[src/rtl/return_addr_stack_pkg.sv]
// Shared core constants for the return-address stack and its neighbours
// (PC incrementer, PC register).
//   ADDR_W    : architectural address width.
//   RAS_DEPTH : default number of return-address stack entries.
package return_addr_stack_pkg;

  localparam int unsigned ADDR_W    = 32;
  localparam int unsigned RAS_DEPTH = 8;

endpackage

[src/rtl/return_addr_stack_if.sv]
// Request/status bundle between the fetch stage and the return-address stack.
//   master : fetch side, drives flush/push/push_addr/pop/clr_flags.
//   slave  : stack side, drives top_addr/count/empty/full/overflow/underflow.
interface return_addr_stack_if
  import return_addr_stack_pkg::*;
#(
  parameter int unsigned DATA_WIDTH = ADDR_W,
  parameter int unsigned DEPTH      = RAS_DEPTH
);
  localparam int unsigned PTR_W = $clog2(DEPTH);

  logic                  flush;
  logic                  push;
  logic [DATA_WIDTH-1:0] push_addr;
  logic                  pop;
  logic                  clr_flags;
  logic [DATA_WIDTH-1:0] top_addr;
  logic [PTR_W:0]        count;
  logic                  empty;
  logic                  full;
  logic                  overflow;
  logic                  underflow;

  modport master (
    output flush, push, push_addr, pop, clr_flags,
    input  top_addr, count, empty, full, overflow, underflow
  );

  modport slave (
    input  flush, push, push_addr, pop, clr_flags,
    output top_addr, count, empty, full, overflow, underflow
  );

endinterface

[src/rtl/return_addr_stack_ptr_ctrl.sv]
// Stack pointer, occupancy count and sticky flag control for the
// return-address stack. Tells the storage array where (and whether) to write.
//   clk, rst_n            : clock, async active-low reset
//   flush_i, push_i, pop_i, clr_flags_i : operation requests
//   sp_o                  : next write slot
//   count_o, empty_o, full_o : occupancy
//   overflow_o, underflow_o  : sticky error flags
//   wr_en_o, wr_idx_o     : storage write strobe and slot
module ras_ptr_ctrl
  import return_addr_stack_pkg::*;
#(
  parameter int unsigned DEPTH = RAS_DEPTH,
  localparam int unsigned PTR_W = $clog2(DEPTH),
  localparam int unsigned CNT_W = PTR_W + 1
) (
  input  logic             clk,
  input  logic             rst_n,
  input  logic             flush_i,
  input  logic             push_i,
  input  logic             pop_i,
  input  logic             clr_flags_i,
  output logic [PTR_W-1:0] sp_o,
  output logic [CNT_W-1:0] count_o,
  output logic             empty_o,
  output logic             full_o,
  output logic             overflow_o,
  output logic             underflow_o,
  output logic             wr_en_o,
  output logic [PTR_W-1:0] wr_idx_o
);

  localparam logic [PTR_W-1:0] PtrOne  = PTR_W'(1);
  localparam logic [CNT_W-1:0] CntOne  = CNT_W'(1);
  localparam logic [CNT_W-1:0] CntFull = CNT_W'(DEPTH);

  logic [PTR_W-1:0] sp_q, sp_d;
  logic [CNT_W-1:0] count_q, count_d;
  logic             ovf_q, ovf_d, udf_q, udf_d;
  logic             ovf_set, udf_set;

  assign empty_o = (count_q == '0);
  assign full_o  = (count_q == CntFull);

  always_comb begin
    sp_d     = sp_q;
    count_d  = count_q;
    wr_en_o  = 1'b0;
    wr_idx_o = sp_q;
    ovf_set  = 1'b0;
    udf_set  = 1'b0;

    if (flush_i) begin
      sp_d    = '0;
      count_d = '0;
    end else if (push_i && pop_i) begin
      if (!empty_o) begin
        // Replace the top entry in place; occupancy is unchanged.
        wr_en_o  = 1'b1;
        wr_idx_o = sp_q - PtrOne;
      end else begin
        wr_en_o = 1'b1;
        sp_d    = sp_q + PtrOne;
        count_d = count_q + CntOne;
        udf_set = 1'b1;
      end
    end else if (push_i) begin
      // When full the write slot holds the oldest entry, so it is overwritten.
      wr_en_o = 1'b1;
      sp_d    = sp_q + PtrOne;
      if (full_o) begin
        ovf_set = 1'b1;
      end else begin
        count_d = count_q + CntOne;
      end
    end else if (pop_i) begin
      if (!empty_o) begin
        sp_d    = sp_q - PtrOne;
        count_d = count_q - CntOne;
      end else begin
        udf_set = 1'b1;
      end
    end

    // A set in the same cycle as a clear wins.
    ovf_d = (ovf_q & ~clr_flags_i) | ovf_set;
    udf_d = (udf_q & ~clr_flags_i) | udf_set;
  end

  always_ff @(posedge clk or negedge rst_n) begin
    if (!rst_n) begin
      sp_q    <= '0;
      count_q <= '0;
      ovf_q   <= 1'b0;
      udf_q   <= 1'b0;
    end else begin
      sp_q    <= sp_d;
      count_q <= count_d;
      ovf_q   <= ovf_d;
      udf_q   <= udf_d;
    end
  end

  assign sp_o        = sp_q;
  assign count_o     = count_q;
  assign overflow_o  = ovf_q;
  assign underflow_o = udf_q;

endmodule

[src/rtl/return_addr_stack.sv]
// Return-address stack beside the fetch stage. Calls push PC+1 from the
// incrementer; returns read it back through top_addr to the PC-select mux.
// Circular storage: pushing while full overwrites the oldest entry.
//   clk, rst_n : clock, async active-low reset
//   bus_io     : slave side of return_addr_stack_if (requests in, status out)
module return_addr_stack
  import return_addr_stack_pkg::*;
#(
  parameter int unsigned DATA_WIDTH = ADDR_W,
  parameter int unsigned DEPTH      = RAS_DEPTH
) (
  input  logic                 clk,
  input  logic                 rst_n,
  return_addr_stack_if.slave   bus_io
);

  localparam int unsigned PTR_W = $clog2(DEPTH);
  localparam logic [PTR_W-1:0] PtrOne = PTR_W'(1);

  logic [DATA_WIDTH-1:0] mem_q [DEPTH];
  logic [PTR_W-1:0]      sp;
  logic [PTR_W-1:0]      wr_idx;
  logic [PTR_W-1:0]      top_idx;
  logic                  wr_en;
  logic                  empty;

  ras_ptr_ctrl #(
    .DEPTH (DEPTH)
  ) u_ptr_ctrl (
    .clk         (clk),
    .rst_n       (rst_n),
    .flush_i     (bus_io.flush),
    .push_i      (bus_io.push),
    .pop_i       (bus_io.pop),
    .clr_flags_i (bus_io.clr_flags),
    .sp_o        (sp),
    .count_o     (bus_io.count),
    .empty_o     (empty),
    .full_o      (bus_io.full),
    .overflow_o  (bus_io.overflow),
    .underflow_o (bus_io.underflow),
    .wr_en_o     (wr_en),
    .wr_idx_o    (wr_idx)
  );

  always_ff @(posedge clk or negedge rst_n) begin
    if (!rst_n) begin
      for (int i = 0; i < int'(DEPTH); i++) begin
        mem_q[i] <= '0;
      end
    end else if (wr_en) begin
      mem_q[wr_idx] <= bus_io.push_addr;
    end
  end

  // Flush leaves stale entries behind, so gate the read with empty.
  assign top_idx         = sp - PtrOne;
  assign bus_io.top_addr = empty ? '0 : mem_q[top_idx];
  assign bus_io.empty    = empty;

endmodule

[src/flat_wrapper.sv]
// flat-port wrapper written by rule: the top's interface ports become plain ports
module return_addr_stack_flat import return_addr_stack_pkg::*;
#(
  parameter int unsigned DATA_WIDTH = ADDR_W,
  parameter int unsigned DEPTH      = RAS_DEPTH
)
  (clk, rst_n, bus_io_flush, bus_io_push, bus_io_push_addr, bus_io_pop, bus_io_clr_flags, bus_io_top_addr, bus_io_count, bus_io_empty, bus_io_full, bus_io_overflow, bus_io_underflow);
  return_addr_stack_if #(.DATA_WIDTH(DATA_WIDTH), .DEPTH(DEPTH)) bus_io_i ();
  input  logic clk;
  input  logic rst_n;
  input wire logic [$bits(bus_io_i.flush)-1:0] bus_io_flush;
  input wire logic [$bits(bus_io_i.push)-1:0] bus_io_push;
  input wire logic [$bits(bus_io_i.push_addr)-1:0] bus_io_push_addr;
  input wire logic [$bits(bus_io_i.pop)-1:0] bus_io_pop;
  input wire logic [$bits(bus_io_i.clr_flags)-1:0] bus_io_clr_flags;
  output wire logic [$bits(bus_io_i.top_addr)-1:0] bus_io_top_addr;
  output wire logic [$bits(bus_io_i.count)-1:0] bus_io_count;
  output wire logic [$bits(bus_io_i.empty)-1:0] bus_io_empty;
  output wire logic [$bits(bus_io_i.full)-1:0] bus_io_full;
  output wire logic [$bits(bus_io_i.overflow)-1:0] bus_io_overflow;
  output wire logic [$bits(bus_io_i.underflow)-1:0] bus_io_underflow;
  assign bus_io_i.flush = bus_io_flush;
  assign bus_io_i.push = bus_io_push;
  assign bus_io_i.push_addr = bus_io_push_addr;
  assign bus_io_i.pop = bus_io_pop;
  assign bus_io_i.clr_flags = bus_io_clr_flags;
  assign bus_io_top_addr = bus_io_i.top_addr;
  assign bus_io_count = bus_io_i.count;
  assign bus_io_empty = bus_io_i.empty;
  assign bus_io_full = bus_io_i.full;
  assign bus_io_overflow = bus_io_i.overflow;
  assign bus_io_underflow = bus_io_i.underflow;
  return_addr_stack #(.DATA_WIDTH(DATA_WIDTH), .DEPTH(DEPTH)) u_core (.clk(clk), .rst_n(rst_n), .bus_io(bus_io_i));
endmodule
[config.mk]
export PLATFORM = sky130hd
export DESIGN_NAME = return_addr_stack_flat
export DESIGN_NICKNAME = d
export VERILOG_FILES = /design/src/rtl/return_addr_stack_pkg.sv /design/src/rtl/return_addr_stack_if.sv /design/src/rtl/return_addr_stack_ptr_ctrl.sv /design/src/rtl/return_addr_stack.sv /design/src/flat_wrapper.sv
export SDC_FILE = /design/constraint.sdc
export NUM_CORES = 1
export LEC_CHECK = 0
export CORE_MARGIN = 1.5
export CORE_UTILIZATION = 44
export CTS_CLUSTER_SIZE = 16
export DETAILED_ROUTE_END_ITERATION = 10
export GPL_ROUTABILITY_DRIVEN = 0
export GPL_TIMING_DRIVEN = 0
export PLACE_DENSITY = 0.62
export SLEW_MARGIN = 40
export SYNTH_ARGS = -nofsm -noshare
export SYNTH_HDL_FRONTEND = slang
export SYNTH_SLANG_ARGS = --single-unit
[constraint.sdc]
create_clock -name clk -period 4.9 [get_ports clk]
set_input_delay 1.47 -clock clk [delete_from_list [all_inputs] [get_ports clk]]
set_output_delay 1.47 -clock clk [all_outputs]
set_load 0.005 [all_outputs]
# == Yosys cells after proc, flatten, opt, wreduce, memory -nomap -nowiden ==
# Index checks and enable logic that the tools add are counted.
# op_classes
addsub,4
multipliers,0
n_div,0
n_lt_le_gt_ge,3
eq_ne,4
shifts,0
n_mux,34
bitwise_logic,7
reduce_logical,6
# ops
op,count
256-bit bitwise mux,1
32-bit two-way mux,4
32-bit binary-select mux with 3-bit select,1
32-bit demux with 3-bit select,1
4-bit two-way mux,7
3-bit two-way mux,8
1-bit two-way mux,12
4-bit greater-or-equal comparator (second input constant),2
3-bit inverter with 4-bit output,2
4-bit by 1-bit adder with 4-bit output (second input constant),1
4-bit equality test (second input constant),1
4-bit logical NOT,1
4-bit by 1-bit less-than comparator with 1-bit output (second input constant),1
4-bit by 3-bit inequality test with 1-bit output (second input constant),1
4-bit inequality test (second input constant),1
4-bit AND reduction,1
4-bit nonzero test,1
4-bit by 1-bit subtractor with 4-bit output (second input constant),1
3-bit by 1-bit adder with 3-bit output (second input constant),1
3-bit by 2-bit inequality test with 1-bit output (second input constant),1
3-bit by 1-bit subtractor with 3-bit output (second input constant),1
1-bit bitwise AND,2
1-bit logical AND,2
1-bit OR,2
other kinds (2),2
# totals
register_bits,265
latch_bits,0
ram_bits,0
rom_bits,0
out_inout_bits,40
elab_cells,70
n_memories,0

# == Depth between registers and ports, before layout ==
# Gate-level depths: netlist (run 1).
# logic_depth
depth_word,10
depth_mapped,9
depth_no_buf,7

# == Cells and area by module ==
# From an unflattened synthesis (run 1), not the netlist that was laid out.
# unflattened
cells_unflattened,744
area_unflattened_um2,12099.1
# by_module_without_submodules
mod,instances,cells_each,area_each_um2,seq_area_each_um2
return_addr_stack,1,672,11457.2,6406.1
ras_ptr_ctrl,1,72,641.9,225.2

# == Worst setup path after synthesis (run 1) ==
# Ideal clock, no wire load.
# synth_path
kind,reg-to-output
from,reg u_core.u_ptr_ctrl.sp_q[0] (netlist: u_core.u_ptr_ctrl.sp_o[0])
to,out bus_io_top_addr[15]
t_arrival_ns,2.762
required_ns,3.430
slack_ns,0.668
stages_incl_launch_ff,9
n_path_buf,4
path_cell_list,dfrtp_1 -> buf_1 -> buf_2 -> inv_1 -> ha_1 -> buf_1 -> clkbuf_1 -> mux4_2 -> a22o_1
# synth_between
elab_chain_len,6
# synth_rtl
element,line,text
"start, declared",return_addr_stack_ptr_ctrl.sv:36,"logic [PTR_W-1:0] sp_q, sp_d;"
"start signal, assigned",return_addr_stack_ptr_ctrl.sv:96,sp_q <= sp_d;
3-bit by 1-bit subtractor with 3-bit output,return_addr_stack.sv:57,assign top_idx = sp - PtrOne;
3-bit inverter with 4-bit output (implied by the code),return_addr_stack.sv:58,assign bus_io.top_addr = empty ? '0 : mem_q[top_idx];
32-bit binary-select mux with 3-bit select,return_addr_stack.sv:58,
32-bit two-way mux (implied by the code) (2 in series),return_addr_stack.sv:58,
32-bit two-way mux,return_addr_stack.sv:58,
"end, declared",flat_wrapper.sv:16,output wire logic [$bits(bus_io_i.top_addr)-1:0] bus_io_top_addr;
# No other way between the ends. The select of a mux whose other input is x is not followed.

# == Worst setup path in the final report (run 1) ==
# layout_path
from,reg u_core.u_ptr_ctrl.sp_q[0] (netlist: u_core.u_ptr_ctrl.sp_o[0])
to,out bus_io_top_addr[14]
# Same word-level chain as after synthesis.

==> impl_metrics.toml, run 1 <==
[global_route]
grtUsageTotal_pct = 23.23
grt_start_max_net_pins = 70
grt_first_pass_wirelength_um = 49750
grt.overflow.total = 0
grt_pass1_vias = 8267
antenna_found_initial = 0

[place]
dp_hpwl_um = 19400
place_ws_ns = -0.9866
portBuffers = 75

[power]
clockPowerShare_pct = 22.5
combinationalPowerShare_pct = 41.9
total_power_uw = 10290
pwr-share-seq_pct = 35.6
power_density_mw_per_mm2 = 716.3
ir_worst_vdd_mv = 0.3485
swShare_pct = 33.11
p_int_uw = 6880
p_leak_uw = 0.006061
power.switching_uw = 3406

[logic_synthesis]
yosys-top-cells-area = "dfrtp_1, mux2_2, mux4_2, o2bb2ai_1, a22o_1"
synth_area_mm2 = 0.01193
syn-num-nets = 842
synth-edff-count = 0
syn_inst = 800
synth_cell_type_count = 47
ys_ff_latch = 265
synth_ff_type = "dfrtp_1"
synthArstFlopShare_pct = 100.0
yosysWarnings = 0
seq_area_frac_synth_pct = 55.58
yosysTopAreaCell = "dfrtp_1"
yosysTopAreaCellShare_pct = 55.58
synth.most_common_cell = "dfrtp_1"
synth.avg_cell_area_um2 = 14.91
yosys-top-cells-count = "dfrtp_1, mux2_2, o2bb2ai_1"

[floorplan]
die_h_um = 167.7
design.die.area_mm2 = 0.02811
io_pins = 78
start_util_pct = 44.51
core_area_mm2 = 0.02680
die_w_um = 167.7
floorplan.rows = 60

[detailed_routing]
drt-pass1-iter-count = 5
met1_length_um = 14520
first_iter_violations = 551
ant_nets = 0
drcViolationCount = 0
post_drt_via_cell_ratio = 6.088
maxUsedRoutingLayer = "met4"
route.met2.wl_um = 14630
wl_met3_um = 1701
vias = 7750
routed_wl_um = 31550
wire_per_inst_um = 24.78

[timing]
fin_crit_sh_pct = 96.75
clock.fmax_ghz = 0.2109
relSlewSlack_pct = 44.41
fin_ws_ns = 0.1593
finalCriticalPeriod_ns = 4.741
setup-violations-final = 0
hold_slack_ns = 0.4840
hold_viol = 0
tightest_slew_ns = 0.8303
rsz0062_at_grt = "false"
drv_slew = 0
finClkSkew_ns = 0.01631

[finish]
regArea_mm2 = 0.006633
layout-drive-gt1-share_pct = 31.22
num-fill-cells = 2244
multi_input_area_mm2 = 0.004982
n_antenna_cell = 0
nets = 951
area_growth_pct = 20.38

[setup_path]
start_kind = "flip-flop"
arrival_ns = 3.27
crit_path_max_fanout = 10
r2r_cells = 8
crit_path_end_kind = "output port"
crit_type = "reg2out"
cp-startpoint = "u_core.u_ptr_ctrl.sp_o[0]"
cp.required_ns = 3.43
rr_endpoint = "u_core.mem_q[254]"
r2r_setup_slack_ns = 1.72
r2r_start = "u_core.u_ptr_ctrl.count_o[0]"

[cts]
path_clk_slew_ns = 0.06
insertion_delay_ns = 0.55
numCtsBuffers = 29
cts_setup_buffers = 0
cts_tree = "built"
cts_max_path_buffers = 3
cts_hold_buffers = 0
root_buffer = "clkbuf_16"
htree_levels = 1
numClockSinks = 265

[min_path]
whs_endpoint = "u_core.mem_q[226]"
holdPathStages = 1
worstHoldPathType = "reg2reg"
hold_path_startpoint = "u_core.mem_q[226]"

[run_status]
status = "finished, final reports clean"

[flow_run]
drv_cap = 0
[critical path: stages (launching register included)]
cell and delay [ns]:
dfrtp_2 0.41, buf_6 0.20, buf_12 0.18, inv_1 0.06, ha_1 0.36, buf_2 0.36, mux4_2 0.37, a22o_1 0.29
clkdlybuf4s50_1 0.46
[how the worst max path moves through the flow]
stage          slack, ns                   to  cells after the start
2_1_floorplan       0.67  bus_io_top_addr[15]                      8
3_3_place_gp       -9.30    u_core.mem_q[194]                      1
3_5_place_dp       -0.99  bus_io_top_addr[31]                      9
4_1_cts           -0.008  bus_io_top_addr[31]                     10
5_1_grt             0.02   bus_io_top_addr[1]                      9
6_report            0.16  bus_io_top_addr[14]                      8
[state kept, by name (all words and copies together) (netlist names)]
| register | flops |
|---|---|
| u_core.u_ptr_ctrl.underflow_o | 1 |
| u_core.u_ptr_ctrl.overflow_o | 1 |
| u_core.u_ptr_ctrl.count_o | 4 |
| u_core.u_ptr_ctrl.sp_o | 3 |
| u_core.mem_q | 256 |
[power by group through the flow]
stage / Clock [uW] / Sequential, uW / Combinational (uW)
2_1_floorplan: 0 / 3500 / 2800
3_3_place_gp: 0 / 3670 / 4110
3_5_place_dp: 0 / 3660 / 4190
4_1_cts: 2360 / 3650 / 4320
5_1_grt: 2460 / 3770 / 4590
6_report: 2320 / 3660 / 4310
[logic make-up (layout without fill, tap and decap cells)]
logic type                 after synthesis  in the layout  synth area share [%]
adders and majority gates                4              4                0.4195
muxes                                  195            195                 24.43
AOI/OAI and AO/OA                      195            195                 14.00
buffers and inverters                   75            207                 2.748
xor gates and xnor gates                 3              3                0.2203
DFF                                    265            265                 55.58
and+or+nand+nor                         63             63                 2.601
[timing repair]
item	4_1_cts	5_1_grt
pin swaps	0	0
gates resized for setup	35	8
setup endpoints to repair	32	32
[final cells by class]
cell class	instances	area share, %
tap	341	2.971
clock buffer	37	5.680
inverter	10	0.2614
sequential	265	46.18
timing repair buffer	79	6.029
multi-input combinational	460	34.69
buffer	64	2.683
clock inverter	17	1.499
[per-stage QoR]
stage | area, um^2 | cells | TNS [ns] | utilization [%]
5_1_grt | 14360 | 1273 | 0 | 53.59
3_3_place_gp | 13110 | 1216 | -2486.07 | 48.91
3_5_place_dp | 13230 | 1220 | -30.03 | 49.35
6_report | 14360 | 1273 | 0 | 53.59
2_1_floorplan | 11930 | 800 | 0 | -
4_1_cts | 14350 | 1274 | -0.01404 | 53.53
[cells in the final DEF, fill, tap and decap left out, drive strengths merged, types with 3 or more instances in the layout]
cell	synthesis	final
dfrtp	265	265
mux2	129	129
o2bb2ai	128	128
clkdlybuf4s50	0	74
clkbuf	41	73
mux4	64	64
nand2	36	36
buf	24	33
a22o	32	32
inv	9	12
a211oi	8	8
a21oi	7	7
o21ai	7	7
nor2	6	6
clkinv	1	6
clkinvlp	0	5
ha	4	4
bufinv	0	4
nand2b	3	3
nor2b	3	3
or3	3	3
o211a	3	3
[per-layer routing]
| metal | up-vias | track usage [%] |
|---|---|---|
| met5 | - | 0 |
| met4 | 0 | 7.129 |
| met3 | 47 | 3.593 |
| met2 | 246 | 36.12 |
| met1 | 4104 | 33.73 |
| li1 | 3353 | - |
Note: power is estimated with default switching activity, not from simulation.
==> run 2, diff against run 1 <==
--- a/config.mk
+++ b/config.mk
@@ -7,6 +7,7 @@
 export LEC_CHECK = 0
 export CORE_MARGIN = 1.5
 export CORE_UTILIZATION = 44
+export CTS_BUF_LIST = sky130_fd_sc_hd__clkbuf_8
 export CTS_CLUSTER_SIZE = 16
 export DETAILED_ROUTE_END_ITERATION = 10
 export GPL_ROUTABILITY_DRIVEN = 0
==> run 2 against run 1 <==
Effect of this change: worst hold slack worse by 0.0017 ns; core utilization is 0.39 points lower; worst setup slack better by 0.040 ns; maximum frequency is 0.85% higher; via count is 0.66% higher; non-clock buffer count stayed put; sequential power hardly changed; clock power is 15% lower.
==> impl_metrics.toml, run 2 (same netlist as run 1, synthesis figures left out) <==
[run_status]
status = "finished, final reports clean"

[timing]
tightest_slew_ns = 0.8045
drv_slew = 0
hold_viol = 0
clock.fmax_ghz = 0.2127
setup-violations-final = 0
rsz0062_at_grt = "false"
finalCriticalPeriod_ns = 4.701
relSlewSlack_pct = 46.13
finClkSkew_ns = 0.03532
fin_crit_sh_pct = 95.93

[finish]
multi_input_area_mm2 = 0.004982
n_antenna_cell = 0
layout-drive-gt1-share_pct = 31.45
top_register = "u_core.mem_q"
num-fill-cells = 2281
regArea_mm2 = 0.006633
layout_commonest_cell = "dfrtp_1"
mostFrequentLayoutCells = "dfrtp_1, mux2_2, o2bb2ai_1"
stdcell_area_mm2 = 0.01426
largest_reg_flops = 256
area_growth_pct = 19.51
nets = 968

[detailed_routing]
wire_per_inst_um = 24.48
first_iter_violations = 592
vias = 7801
drcViolationCount = 0
drt-pass1-iter-count = 5
ant_nets = 0
post_drt_via_cell_ratio = 6.010
routed_wl_um = 31770

[floorplan]
design.die.area_mm2 = 0.02811
floorplan.rows = 60
die_h_um = 167.7
io_pins = 78
die_w_um = 167.7
start_util_pct = 44.51
core_area_mm2 = 0.02680

[power]
total_power_uw = 9964
ir_worst_vdd_mv = 0.2744
p_leak_uw = 0.006099
power_density_mw_per_mm2 = 698.9

[setup_path]
start_kind = "flip-flop"
crit_chain = "buf_6 -> buf_12 -> inv_1 -> ha_1 -> buf_6 -> clkbuf_8 -> mux4_2 -> a22o_1 -> clkdlybuf4s50_1"
r2r_setup_slack_ns = 1.73
cp.required_ns = 3.43
crit_path_end_kind = "output port"
crit_path_max_fanout = 10
cpMaxStageDelayCell = "clkdlybuf4s50_1"
max_stage_delay_ns = 0.46
arrival_ns = 3.23
timing.critical_path.mode_cell = "buf_6"
crit_type = "reg2out"

[cts]
cts_tree = "built"
insertion_delay_ns = 0.56
htree_levels = 2
root_buffer = "clkbuf_8"
cts_setup_buffers = 0
cts_max_path_buffers = 3
numClockSinks = 265
path_clk_slew_ns = 0.06
numCtsBuffers = 46

[global_route]
grtUsageTotal_pct = 23.52
grt_first_pass_wirelength_um = 50230
grt_start_max_net_pins = 70
antenna_found_initial = 0
grt.overflow.total = 0
grt_pass1_vias = 8441

[place]
portBuffers = 75
placed_cell_area_mm2 = 0.01323
dp_hpwl_um = 19400

[min_path]
worstHoldPathType = "reg2reg"

[flow_run]
drv_cap = 0
==> run 2: cell count changes in the layout (fill, tap and decap cells not counted), sizes merged <==
cell,previous run,this run
clkinvlp,5,1
clkinv,6,1
bufinv,4,0
buf,33,30
inv,12,27
clkbuf,73,99
==> run 2: cell type report <==
type	instances	share of cell area [%]
sequential	265	46.52
multi-input combinational	460	34.95
timing repair buffer	79	6.073
clock buffer	60	5.792
tap	341	2.993
buffer	64	2.835
clock inverter	19	0.5792
inverter	10	0.2633
==> run 2: where the power goes <==
part           switching (uW)  internal, uW  total (uW)
Clock                     891          1090        1980
Sequential                516          3150        3660
Combinational            1970          2360        4320
==> run 2: repair_timing <==
action | in CTS | in global routing
gates resized for setup | 36 | 8
setup endpoints to repair | 32 | 32
pin swaps | 0 | 0
hold buffers | 0 | 0
==> run 2: per-layer routing <==
layer	global-route usage, %	vias to the layer above	share of wire [%]
li1	-	3394	-
met1	33.37	4123	45
met2	37.05	241	47
met3	4.609	43	5.6
met4	6.580	0	1.6
met5	0	-	0
==> run 2: final timing paths <==
path | to | startpoint | depth (start not counted)
max in group asynchronous | u_core.mem_q[8] | rst_n | 4
worst min register to register | u_core.mem_q[226] | u_core.mem_q[226] | 1
worst max-delay path | bus_io_top_addr[1] | u_core.u_ptr_ctrl.sp_o[0] | 9
min in group asynchronous | u_core.mem_q[242] | rst_n | 1
worst max register to register | u_core.mem_q[173] | u_core.u_ptr_ctrl.count_o[0] | 8
worst min-delay path | u_core.mem_q[226] | u_core.mem_q[226] | 1
==> run 2: metrics by stage <==
step / setup TNS, ns / hold WS, ns / cells / util [%] / setup slack (ns)
3_3_place_gp: -2486.07 / 0.4654 / 1216 / 48.91 / -9.303
4_1_cts: 0 / 0.4857 / 1299 / 53.12 / 0.006010
5_1_grt: 0 / 0.4960 / 1298 / 53.20 / 0.02568
2_1_floorplan: 0 / 0.4511 / 800 / - / 0.6676
3_5_place_dp: -30.03 / 0.4685 / 1220 / 49.35 / -0.9866
6_report: 0 / 0.4823 / 1298 / 53.20 / 0.1994
==> run 2: worst max-delay path: cells and delay by family, from the launching register on <==
family	cells	cell delay (ns)
buffers and inverters	6	1.33
flip-flops	1	0.41
adder cells (fa/ha/maj)	1	0.36
multiplexers	1	0.30
AO/OA/AOI/OAI	1	0.28
==> run 3, diff against run 2 <==
--- a/config.mk
+++ b/config.mk
@@ -5,6 +5,7 @@
 export SDC_FILE = /design/constraint.sdc
 export NUM_CORES = 1
 export LEC_CHECK = 0
+export CAP_MARGIN = 20
 export CORE_MARGIN = 1.5
 export CORE_UTILIZATION = 44
 export CTS_BUF_LIST = sky130_fd_sc_hd__clkbuf_8
@@ -12,7 +13,7 @@
 export DETAILED_ROUTE_END_ITERATION = 10
 export GPL_ROUTABILITY_DRIVEN = 0
 export GPL_TIMING_DRIVEN = 0
-export PLACE_DENSITY = 0.62
+export PLACE_DENSITY = 0.65
 export SLEW_MARGIN = 40
 export SYNTH_ARGS = -nofsm -noshare
 export SYNTH_HDL_FRONTEND = slang
==> constraint.sdc (replaced) <==
create_clock -name clk -period 4.32 [get_ports clk]
set_input_delay 1.296 -clock clk [delete_from_list [all_inputs] [get_ports clk]]
set_output_delay 1.296 -clock clk [all_outputs]
set_load 0.005 [all_outputs]
==> run 3 against run 2 <==
Effect of this change: sequential share of layout area down 0.49 points; worst setup slack worse by 0.11 ns; combinational power up 17%; clock power up 19%; worst hold slack worse by 0.00088 ns; first-iteration DRC count up 0.68%; via count up 2.2%; sequential cell count unchanged; largest cell class unchanged.
==> impl_metrics.toml, run 3 (same netlist as run 1, synthesis figures left out) <==
[detailed_routing]
drcViolationCount = 0
vias = 7975
drt-pass1-iter-count = 4
first_iter_violations = 596
post_drt_via_cell_ratio = 6.102
ant_nets = 0
routed_wl_um = 31730
wire_per_inst_um = 24.28

[global_route]
grt.overflow.total = 0
antenna_found_initial = 0
grt_start_max_net_pins = 61
grtUsageTotal_pct = 23.38
grt_first_pass_wirelength_um = 49900
grt_pass1_vias = 8512

[cts]
numCtsBuffers = 46
insertion_delay_ns = 0.56
htree_levels = 2
path_clk_slew_ns = 0.06
root_buffer = "clkbuf_8"
cts_tree = "built"
numClockSinks = 265
cts_hold_buffers = 0
cts_max_path_buffers = 3

[setup_path]
crit_path_max_fanout = 10
rr_endpoint = "u_core.mem_q[247]"
cp-startpoint = "u_core.u_ptr_ctrl.sp_o[0]"
arrival_ns = 2.94
r2r_start = "u_core.u_ptr_ctrl.count_o[1]"
crit_path_end_kind = "output port"
crit_type = "reg2out"
r2r_setup_slack_ns = 1.23
start_kind = "flip-flop"
r2r_cells = 8
cp.required_ns = 3.02
worstSetupEndpoint = "bus_io_top_addr[0]"

[timing]
fin_crit_sh_pct = 98.05
drv_slew = 0
hold_viol = 0
tightest_slew_ns = 0.7773
setup-violations-final = 0
relSlewSlack_pct = 47.95
finalCriticalPeriod_ns = 4.236
finClkSkew_ns = 0.02972
fin_ws_ns = 0.08437
rsz0062_at_grt = "true"
clock.fmax_ghz = 0.2361

[finish]
fin_util_pct = 53.78
num-fill-cells = 2231
mostFrequentLayoutCells = "dfrtp_1, mux2_2, o2bb2ai_1"
instances_no_fill = 1307
layout_commonest_cell = "dfrtp_1"
n_antenna_cell = 0
nets = 971
layout-drive-gt1-share_pct = 33.33
top_register = "u_core.mem_q"
area_growth_pct = 20.82
largest_reg_flops = 256

[floorplan]
core_area_mm2 = 0.02680
die_h_um = 167.7
design.die.area_mm2 = 0.02811
floorplan.rows = 60
io_pins = 78
die_w_um = 167.7
start_util_pct = 44.51

[power]
p_leak_uw = 0.006173
power_density_mw_per_mm2 = 803.2
ir_worst_vdd_mv = 0.3568

[place]
portBuffers = 75
place_ws_ns = -1.380
dpl.cell_count = 1220
dp_hpwl_um = 19470

[min_path]
worstHoldPathType = "reg2reg"

[flow_run]
drv_cap = 0

[run_status]
status = "finished, final reports clean"
run 3: worst min-delay path by stage:
| stage | startpoint | to | slack (ns) | cells after the start |
|---|---|---|---|---|
| floorplan | u_core.mem_q[100] | u_core.mem_q[100] | 0.45 | 1 |
| global placement | u_core.mem_q[4] | u_core.mem_q[4] | 0.47 | 1 |
| detailed placement | u_core.mem_q[237] | u_core.mem_q[237] | 0.47 | 1 |
| CTS | u_core.mem_q[237] | u_core.mem_q[237] | 0.49 | 1 |
| global route | u_core.mem_q[102] | u_core.mem_q[102] | 0.50 | 1 |
| finish | u_core.mem_q[232] | u_core.mem_q[232] | 0.48 | 1 |
run 3: per-stage QoR:
step           hold WS (ns)  TNS [ns]  total power [uW]  instance area [um^2]
2_1_floorplan        0.4511         0              7143                 11930
3_3_place_gp         0.4661  -2598.02              8813                 13110
3_5_place_dp         0.4715    -42.38              8920                 13220
4_1_cts              0.4854         0             11610                 14390
5_1_grt              0.4982  -0.02471             12190                 14410
6_report             0.4814         0             11580                 14410
run 3: worst max-delay path, stage by stage, from the launching register on:
cell             delay [ns]
dfrtp_2                0.42
buf_12                 0.15
buf_12                 0.12
inv_1                  0.09
ha_4                   0.16
nand2b_1               0.15
a21oi_4                0.27
buf_4                  0.28
a22o_1                 0.24
clkdlybuf4s50_1        0.52
run 3: cell type report:
| cell class | count | area (um^2) | area share (%) |
|---|---|---|---|
| sequential | 265 | 6635 | 46.03 |
| timing repair buffer | 82 | 890.9 | 6.181 |
| clock buffer | 59 | 812.0 | 5.634 |
| clock inverter | 26 | 152.6 | 1.059 |
| buffer | 64 | 450.4 | 3.125 |
| inverter | 10 | 38.79 | 0.2691 |
| tap | 341 | 426.7 | 2.960 |
| multi-input combinational | 460 | 5007 | 34.74 |
run 3: power by group:
| part | total, uW | switching, uW | leakage [uW] | internal (uW) |
|---|---|---|---|---|
| logic | 5070 | 2270 | 0.00221 | 2800 |
| clock network | 2350 | 1060 | 0.000554 | 1300 |
| registers | 4160 | 589 | 0.00341 | 3570 |
run 3: per-layer routing:
| layer | GRT usage, % | part of all wire [%] | up-vias | routed length, um |
|---|---|---|---|---|
| met4 | 7.951 | 2.7 | 0 | 852 |
| met1 | 32.15 | 45 | 4210 | 14190 |
| met5 | 0 | 0 | - | 0 |
| met2 | 37.43 | 47 | 292 | 14890 |
| li1 | - | - | 3406 | - |
| met3 | 4.443 | 5.6 | 67 | 1790 |
run 3: timing repair:
item,in CTS,in global routing
setup buffers,2,1
setup endpoints to repair,32,14
resized for setup,57,9
